`config.mk`:
```
export PLATFORM = sky130hd
export DESIGN_NAME = dma_copy_engine
export DESIGN_NICKNAME = d
export VERILOG_FILES = /design/src/rtl/dma_pkg.sv /design/src/rtl/dma_copy_engine.sv
export SDC_FILE = /design/constraint.sdc
export NUM_CORES = 1
export LEC_CHECK = 0
export CORE_ASPECT_RATIO = 1.25
export CORE_MARGIN = 4
export CORE_UTILIZATION = 49
export DETAILED_ROUTE_END_ITERATION = 7
export PLACE_DENSITY = 0.83
export SYNTH_ARGS = -nofsm -noshare
export SYNTH_HDL_FRONTEND = slang
export SYNTH_SLANG_ARGS = --single-unit
export TNS_END_PERCENT = 30
```
`constraint.sdc`:
```
create_clock -name clk -period 3.8 [get_ports clk]
set_input_delay 0.76 -clock clk [delete_from_list [all_inputs] [get_ports clk]]
set_output_delay 0.76 -clock clk [all_outputs]
set_load 0.1 [all_outputs]
```
`src/rtl/dma_pkg.sv`:
```
// Shared types and default widths for the DMA copy/fill engine.
package dma_pkg;
    typedef enum logic [1:0] {
        S_IDLE = 2'd0,
        S_RD   = 2'd1,
        S_WR   = 2'd2,
        S_DONE = 2'd3
    } dma_state_t;

    localparam logic MODE_COPY = 1'b0;
    localparam logic MODE_FILL = 1'b1;

    localparam int DEF_DATA_W = 16;
    localparam int DEF_ADDR_W = 16;
    localparam int DEF_LEN_W  = 7;
endpackage

```
`src/rtl/dma_copy_engine.sv`:
```
// Single-port DMA engine: forward word copy (read/write alternating) or constant fill.
module dma_copy_engine
    import dma_pkg::*;
#(
    parameter int DATA_W = DEF_DATA_W,
    parameter int ADDR_W = DEF_ADDR_W,
    parameter int LEN_W  = DEF_LEN_W
) (
    input  logic              clk,
    input  logic              rst,
    input  logic              start,
    input  logic              mode,
    input  logic [ADDR_W-1:0] src_addr,
    input  logic [ADDR_W-1:0] dst_addr,
    input  logic [LEN_W-1:0]  len,
    input  logic [DATA_W-1:0] fill_val,
    output logic              busy,
    output logic              done,
    output logic              mem_read,
    output logic              mem_write,
    output logic [ADDR_W-1:0] mem_abus,
    output logic [DATA_W-1:0] mem_wdata,
    input  logic [DATA_W-1:0] mem_rdata
);
    dma_state_t        state_q, state_d;
    logic              mode_q, mode_d;
    logic [ADDR_W-1:0] src_q, src_d;
    logic [ADDR_W-1:0] dst_q, dst_d;
    logic [LEN_W-1:0]  len_q, len_d;
    logic [DATA_W-1:0] fill_q, fill_d;
    logic [LEN_W-1:0]  idx_q, idx_d;
    logic [DATA_W-1:0] hold_q, hold_d;

    logic [ADDR_W-1:0] idx_ext;
    logic [LEN_W-1:0]  idx_nxt;

    // Address offsets wrap naturally in ADDR_W-bit arithmetic.
    assign idx_ext = ADDR_W'(idx_q);
    assign idx_nxt = idx_q + LEN_W'(1);

    always_comb begin
        state_d   = state_q;
        mode_d    = mode_q;
        src_d     = src_q;
        dst_d     = dst_q;
        len_d     = len_q;
        fill_d    = fill_q;
        idx_d     = idx_q;
        hold_d    = hold_q;
        busy      = 1'b0;
        done      = 1'b0;
        mem_read  = 1'b0;
        mem_write = 1'b0;
        mem_abus  = '0;
        mem_wdata = '0;
        unique case (state_q)
            S_IDLE: begin
                if (start) begin
                    mode_d = mode;
                    src_d  = src_addr;
                    dst_d  = dst_addr;
                    len_d  = len;
                    fill_d = fill_val;
                    idx_d  = '0;
                    if (len == '0)               state_d = S_DONE;
                    else if (mode == MODE_FILL)  state_d = S_WR;
                    else                         state_d = S_RD;
                end
            end
            S_RD: begin
                busy     = 1'b1;
                mem_read = 1'b1;
                mem_abus = src_q + idx_ext;
                hold_d   = mem_rdata;
                state_d  = S_WR;
            end
            S_WR: begin
                busy      = 1'b1;
                mem_write = 1'b1;
                mem_abus  = dst_q + idx_ext;
                mem_wdata = (mode_q == MODE_FILL) ? fill_q : hold_q;
                idx_d     = idx_nxt;
                if (idx_nxt == len_q)          state_d = S_DONE;
                else if (mode_q == MODE_FILL)  state_d = S_WR;
                else                           state_d = S_RD;
            end
            S_DONE: begin
                done    = 1'b1;
                state_d = S_IDLE;
            end
            default: state_d = S_IDLE;
        endcase
    end

    always_ff @(posedge clk) begin
        if (rst) begin
            state_q <= S_IDLE;
            mode_q  <= MODE_COPY;
            src_q   <= '0;
            dst_q   <= '0;
            len_q   <= '0;
            fill_q  <= '0;
            idx_q   <= '0;
            hold_q  <= '0;
        end else begin
            state_q <= state_d;
            mode_q  <= mode_d;
            src_q   <= src_d;
            dst_q   <= dst_d;
            len_q   <= len_d;
            fill_q  <= fill_d;
            idx_q   <= idx_d;
            hold_q  <= hold_d;
        end
    end
endmodule
```
==> results.py, run 1 <==
metrics = {
    "drt": {
        "postRouteAntennaNets": 0,
        "wl_per_cell_um": 15.25,
        "drc": 0,
        "postRouteWirelength_mm": 11.01,
        "vias": 3875,
        "drt_first_pass_iters": 5,
        "vias_per_cell": 5.367,
        "drt-initial-drc-count": 231,
    },
    "sta": {
        "period_minus_slack_ns": 3.772,
        "final_hold_viol_count": 0,
        "tns_ns": 0,
        "fin_crit_sh_pct": 99.26,
        "rsz0062_at_grt": "yes",
        "fmax_ghz": 0.2651,
        "maxSlewViolCount": 0,
        "setup_violations": 0,
        "slew_headroom_pct": 31.52,
        "max_slew.worst_pin.slew_ns": 1.026,
        "skew_ns": 0.006166,
    },
    "global_route": {
        "grt_use_total_pct": 20.88,
        "grt_pass1_vias": 3818,
        "grt_pass1_wl_mm": 17.33,
        "grt.overflow.total": 0,
        "grt_antenna_before_repair": 0,
        "grt_max_degree": 45,
    },
    "hold_path": {
        "holdPathStages": 2,
        "min_to": "src_q[15]$_SDFFE_PP0P_",
        "hp-class": "flip-flop to flip-flop",
        "hp-start": "src_q[15]$_SDFFE_PP0P_",
    },
    "clock_network": {
        "clockRootBuffer": "clkbuf_8",
        "ctsHoldBuffers": 0,
        "path_clk_slew_ns": 0.08,
        "cts_tree": "done",
        "clk-insertion-delay-late_ns": 0.36,
        "clk_path_buf_depth": 2,
        "cts_buffers": 9,
        "cts.htree.levels": 3,
        "cts_sinks": 81,
    },
    "yosys": {
        "postSynthAreaPerCell_sq_um": 8.034,
        "yosysWarnings": 0,
        "synth-seq-cells": 81,
        "synthFlopType": "dfxtp_1",
        "ys_seq_area_share_pct": 38.81,
        "async_reset_ff_share_pct": 0,
        "synthMuxAreaShare_pct": 12.94,
        "syn_inst": 520,
        "synth_xor_area_share_pct": 4.193,
        "synth_cell_type_count": 41,
        "synth_compound_gate_area_share_pct": 13.21,
        "synthesis.area_sq_um": 4178,
        "synth-edff-count": 0,
        "synth_top_family_by_area": "simple AND/OR/NAND/NOR gates",
        "synth_simple_gate_area_share_pct": 21.92,
        "synth_nets": 610,
        "synthAdderAreaFrac_pct": 4.672,
    },
    "final_layout": {
        "area_growth_pct": 41.03,
        "fin_cells": 722,
        "finalInstanceArea_sq_um": 5892,
        "n_antenna_cell": 0,
        "fin_nets": 710,
        "drive_gt1_share_pct": 16.48,
    },
    "floorplan": {
        "start_util_pct": 50.42,
        "core_sq_um": 8287,
        "io_pins": 111,
        "die_h_um": 111.2,
        "dieArea_sq_um": 10080,
        "fp.dieW_um": 90.59,
        "num_rows": 37,
    },
    "critical_path": {
        "worstPathMaxFanout": 8,
        "reg2reg_slack_ns": 1.78,
        "r2r_cells": 7,
        "start_kind": "flip-flop",
        "crit_arrival_ns": 3.01,
        "end_kind": "output pin",
        "required_ns": 3.04,
        "crit_slowest_cell": "dfxtp_4",
        "crit_chain": "inv_4 > ha_4 > mux2_4 > ha_4 > and3_4 > a221oi_4 > o21a_4 > nor4_4 > mux2i_4 > buf_12",
        "worstReg2RegEnd": "state_q[0]$_SDFFE_PP0P_",
        "critPathKind": "flip-flop to output pin",
        "path_common_cell": "ha_4",
        "critPathMaxStageDelay_ns": 0.37,
        "reg2reg_from": "state_q[0]$_SDFFE_PP0P_",
    },
    "placement": {
        "place_congestion": 0.8287,
        "port_buffers": 110,
        "hpwl_mm": 7.903,
        "dp.cells": 701,
        "placed_cell_area_sq_um": 5525,
    },
    "power": {
        "powerDensity_nw_per_um2": 537.0,
        "combPwrFrac_pct": 44.0,
        "p_leak_nw": 2.313,
        "sw_frac_of_total_pct": 40.69,
        "vdd_drop_max_mv": 0.3425,
        "power_frac_seq_pct": 33.4,
        "p_sw_w": 0.001287,
        "pwr-share-clk_pct": 22.6,
        "internal_power_w": 0.001877,
    },
    "status": {
        "status": "complete, no violations",
    },
    "run": {
        "maxCapViolCount": 0,
    },
}
cells by family (layout without fill, tap and decap cells):
group                    count (synthesis)  after routing
adder cells (fa/ha/maj)                 15             15
flip-flops                              81             81
AO/OA/AOI/OAI                           96             96
XOR/XNOR                                20             20
AND/OR/NAND/NOR                        213            213
multiplexers                            53             53
buffers and inverters                   42            147
Yosys cell counts, types with 3 or more instances:
library cell	count	share of area [%]
inv_1	9	0.81
nand3_1	7	0.84
nor2b_1	4	0.60
clkbuf_1	17	1.5
buf_2	10	1.2
a21oi_1	66	7.9
nor2_1	45	4.0
xnor2_1	12	2.5
a21o_1	4	0.72
o21ai_0	8	0.96
and2_1	10	1.5
a2bb2oi_1	3	0.63
buf_1	5	0.45
mux2_2	8	2.2
nand2b_1	3	0.45
ha_1	14	4.2
dfxtp_1	81	39
nand2_1	125	11
mux2i_1	45	11
xor2_1	8	1.7
nor3_1	6	0.72
and3_1	4	0.60
per-layer routing:
metal  part of all wire [%]  global-route usage, %
met2                     52                  37.90
met4                    2.5                  9.091
met1                     40                  23.42
met5                      0                      0
met3                    4.9                  4.005
per-stage QoR:
step	setup slack [ns]	util, %	hold WS (ns)	power (W)
floorplan	-0.3415	-	0.4329	0.002077
global placement	0.2989	66.68	0.4422	0.002385
detailed placement	0.1430	66.68	0.4472	0.002420
CTS	0.02541	69.67	0.4584	0.003135
global route	-0.05422	71.10	0.4772	0.003324
finish	0.02829	71.10	0.4592	0.003164
repair_timing:
| action | 4_1_cts | 5_1_grt |
|---|---|---|
| buffers inserted | 0 | 5 |
| pin swaps | 0 | 8 |
| gates resized for setup | 3 | 15 |
| cloned | 0 | 0 |
| setup endpoints to repair | 2 | 3 |
registers in the layout, indices dropped and copies added (netlist names):
name     cells
dst_q       16
len_q        7
fill_q      16
idx_q        7
state_q      2
src_q       16
hold_q      16
mode_q       1
power by group through the flow:
| stage | Combinational [W] | Clock (W) | Sequential (W) |
|---|---|---|---|
| 6_report | 0.00139 | 0.000715 | 0.00106 |
| 2_1_floorplan | 0.00104 | 0 | 0.00104 |
| 3_3_place_gp | 0.00132 | 0 | 0.00107 |
| 3_5_place_dp | 0.00135 | 0 | 0.00107 |
| 4_1_cts | 0.00136 | 0.000723 | 0.00105 |
| 5_1_grt | 0.00150 | 0.000754 | 0.00107 |
cell type report:
class	count	area, sq um
inverters	9	36.28
well taps	97	121.4
clock buffers	11	151.4
fillers	635	2395
flip-flops and latches	81	1625
clock inverters	5	77.57
multi-input cells	397	2619
repair buffers	122	1261
worst max-delay path by stage:
stage,endpoint,start,depth (start not counted)
floorplan,mem_abus[14],state_q[0]$_SDFFE_PP0P_,13
global placement,mem_abus[14],state_q[0]$_SDFFE_PP0P_,12
detailed placement,mem_abus[14],state_q[0]$_SDFFE_PP0P_,12
CTS,mem_abus[15],state_q[0]$_SDFFE_PP0P_,10
global route,mem_abus[15],state_q[0]$_SDFFE_PP0P_,10
finish,mem_abus[15],state_q[0]$_SDFFE_PP0P_,10
placed cells by master, fill, tap and decap left out, types with 8 or more instances in the layout:
cell type | netlist | layout
clkbuf_8 | 0 | 11
clkdlybuf4s50_1 | 0 | 74
a21oi_1 | 66 | 65
mux2i_1 | 45 | 44
xor2_1 | 8 | 8
nand2_1 | 125 | 124
buf_12 | 0 | 13
nor2_1 | 45 | 45
xnor2_1 | 12 | 12
dfxtp_1 | 81 | 80
buf_4 | 0 | 34
worst max-delay path: cells and delay by family, from the launching register on:
family / cells / cell delay (ns)
flops: 1 / 0.37
compound gates: 2 / 0.33
fa+ha+maj: 2 / 0.49
mux: 2 / 0.67
buf+inv: 2 / 0.26
simple gates: 2 / 0.52
Power figures use the tool's default switching activity.
==> run 2: changes to the inputs <==
--- a/config.mk
+++ b/config.mk
@@ -7,9 +7,9 @@
 export LEC_CHECK = 0
 export CORE_ASPECT_RATIO = 1.25
 export CORE_MARGIN = 4
-export CORE_UTILIZATION = 49
+export CORE_UTILIZATION = 30
 export DETAILED_ROUTE_END_ITERATION = 7
-export PLACE_DENSITY = 0.83
+export PLACE_DENSITY = 0.56
 export SYNTH_ARGS = -nofsm -noshare
 export SYNTH_HDL_FRONTEND = slang
 export SYNTH_SLANG_ARGS = --single-unit
==> run 2 against run 1 <==
  * Cell count grew 11%
  * Combinational power is essentially flat
  * Largest cell class unchanged
  * Utilization shrank 26 points
  * Critical path depth grew 1
  * Cell area grew 3.4%
  * Register-to-register slack is essentially flat
  * Worst setup slack lost 0.0064 ns
  * Flip-flop and latch count is the same
  * Clock-buffer cell count grew 2
==> results.py, run 2 (synthesized netlist as in run 1, its figures left out) <==
metrics = {
    "final_layout": {
        "fin_nets": 719,
        "fin_cells": 804,
        "final_util_pct": 45.23,
        "area_growth_pct": 45.79,
        "n_antenna_cell": 0,
        "drive_gt1_share_pct": 17.54,
        "final_cell_mix": "124 x nand2_1, 79 x dfxtp_1, 74 x clkdlybuf4s50_1",
        "layout_commonest_cell": "nand2_1",
    },
    "power": {
        "vdd_drop_max_mv": 0.3556,
        "powerDensity_nw_per_um2": 540.9,
        "p_leak_nw": 2.375,
    },
    "floorplan": {
        "io_pins": 111,
        "num_rows": 47,
        "die_h_um": 139.9,
        "start_util_pct": 31.02,
        "core_sq_um": 13470,
        "fp.dieW_um": 113.6,
        "dieArea_sq_um": 15890,
    },
    "clock_network": {
        "clockRootBuffer": "clkbuf_16",
        "clk_path_buf_depth": 2,
        "cts_buffers": 9,
        "path_clk_slew_ns": 0.06,
        "cts_tree": "done",
        "cts_sinks": 81,
        "cts.htree.levels": 3,
        "clk-insertion-delay-late_ns": 0.33,
    },
    "sta": {
        "final_hold_viol_count": 0,
        "max_slew.worst_pin.slew_ns": 1.013,
        "maxSlewViolCount": 0,
        "slew_headroom_pct": 32.27,
        "fin_ws_ns": 0.02187,
        "setup_violations": 0,
        "hold_ws_ns": 0.4542,
        "fmax_ghz": 0.2647,
        "skew_ns": 0.004566,
        "rsz0062_at_grt": "yes",
        "period_minus_slack_ns": 3.778,
        "fin_crit_sh_pct": 99.42,
        "tns_ns": 0,
    },
    "placement": {
        "port_buffers": 110,
        "place_congestion": 0.8190,
        "hpwl_mm": 8.226,
        "dp.cells": 774,
        "place_ws_ns": 0.1229,
    },
    "drt": {
        "postRouteAntennaNets": 0,
        "drt-initial-drc-count": 122,
        "drc": 0,
        "drt_first_pass_iters": 5,
        "wl_per_cell_um": 14.24,
        "vias_per_cell": 4.736,
        "vias": 3808,
        "postRouteWirelength_mm": 11.45,
    },
    "critical_path": {
        "worstPathMaxFanout": 8,
        "r2r_cells": 6,
        "critPathKind": "flip-flop to output pin",
        "end_kind": "output pin",
        "required_ns": 3.04,
        "crit_arrival_ns": 3.02,
        "start_kind": "flip-flop",
    },
    "global_route": {
        "grt.overflow.total": 0,
        "grt_antenna_before_repair": 0,
        "grt_pass1_wl_mm": 18.30,
        "grt_pass1_vias": 3844,
        "grt_max_degree": 54,
        "grt_use_total_pct": 14.20,
    },
    "hold_path": {
        "holdPathStages": 2,
        "hp-class": "flip-flop to flip-flop",
    },
    "run": {
        "maxCapViolCount": 0,
    },
    "status": {
        "status": "complete, no violations",
    },
}
==> run 2: cell count changes in the layout (fill, tap and decap cells not counted), moves of 3 or more <==
cell | previous run | this run
clkbuf_16 | 0 | 9
clkbuf_8 | 11 | 3
buf_4 | 34 | 40
mux2_2 | 3 | 6
mux2_4 | 5 | 2
==> run 2: per-layer routing <==
metal	track usage (%)	share of wire (%)	vias up
li1	-	-	1961
met1	17.05	44	1740
met2	23.70	48	91
met3	4.530	6.3	16
met4	5.063	1.7	0
met5	0	0	-
==> run 2: cell type report <==
class	count	area, sq um
clock buffer	13	270.3
timing repair buffer	131	1349
sequential	81	1627
inverter	9	36.28
tap	171	214.0
multi-input combinational	397	2582
clock inverter	2	12.51
fill	1333	7376
==> run 2: report_power, final <==
| group | internal [W] | switching (W) | total [W] |
|---|---|---|---|
| sequential | 0.000970 | 0.0000856 | 0.00106 |
| clock | 0.000492 | 0.000331 | 0.000823 |
| combinational | 0.000521 | 0.000895 | 0.00142 |
==> run 2: repair_timing <==
action | CTS | global route
buffers inserted | 0 | 15
gates resized for setup | 1 | 15
setup endpoints to repair | 3 | 8
gates cloned | 0 | 0
hold buffers | 0 | 0
pin swaps | 0 | 11
==> run 2: worst paths after layout <==
path	endpoint	slack (ns)	startpoint
worst max-delay path	mem_abus[15]	0.02	state_q[0]$_SDFFE_PP0P_
worst max register to register	src_q[1]$_SDFFE_PP0P_	1.79	state_q[1]$_SDFFE_PP0P_
worst min register to register	fill_q[5]$_SDFFE_PP0P_	0.45	fill_q[5]$_SDFFE_PP0P_
worst min-delay path	fill_q[5]$_SDFFE_PP0P_	0.45	fill_q[5]$_SDFFE_PP0P_
==> run 2: critical path, stage by stage (launching register included) <==
cell      delay, ns
dfxtp_4        0.36
inv_4          0.06
ha_4           0.19
buf_6          0.12
mux2_4         0.31
ha_4           0.26
a21o_1         0.17
a221oi_4       0.10
o21a_4         0.25
nor4_4         0.35
mux2i_4        0.32
buf_12         0.20
==> run 2: through the flow <==
| step | instance area, sq um | total power [W] |
|---|---|---|
| after global routing | 6091 | 0.003495 |
| after CTS | 5906 | 0.003278 |
| after global placement | 5623 | 0.002429 |
| after detailed placement | 5623 | 0.002441 |
| final | 6091 | 0.003295 |
| after floorplan | 4337 | 0.002077 |
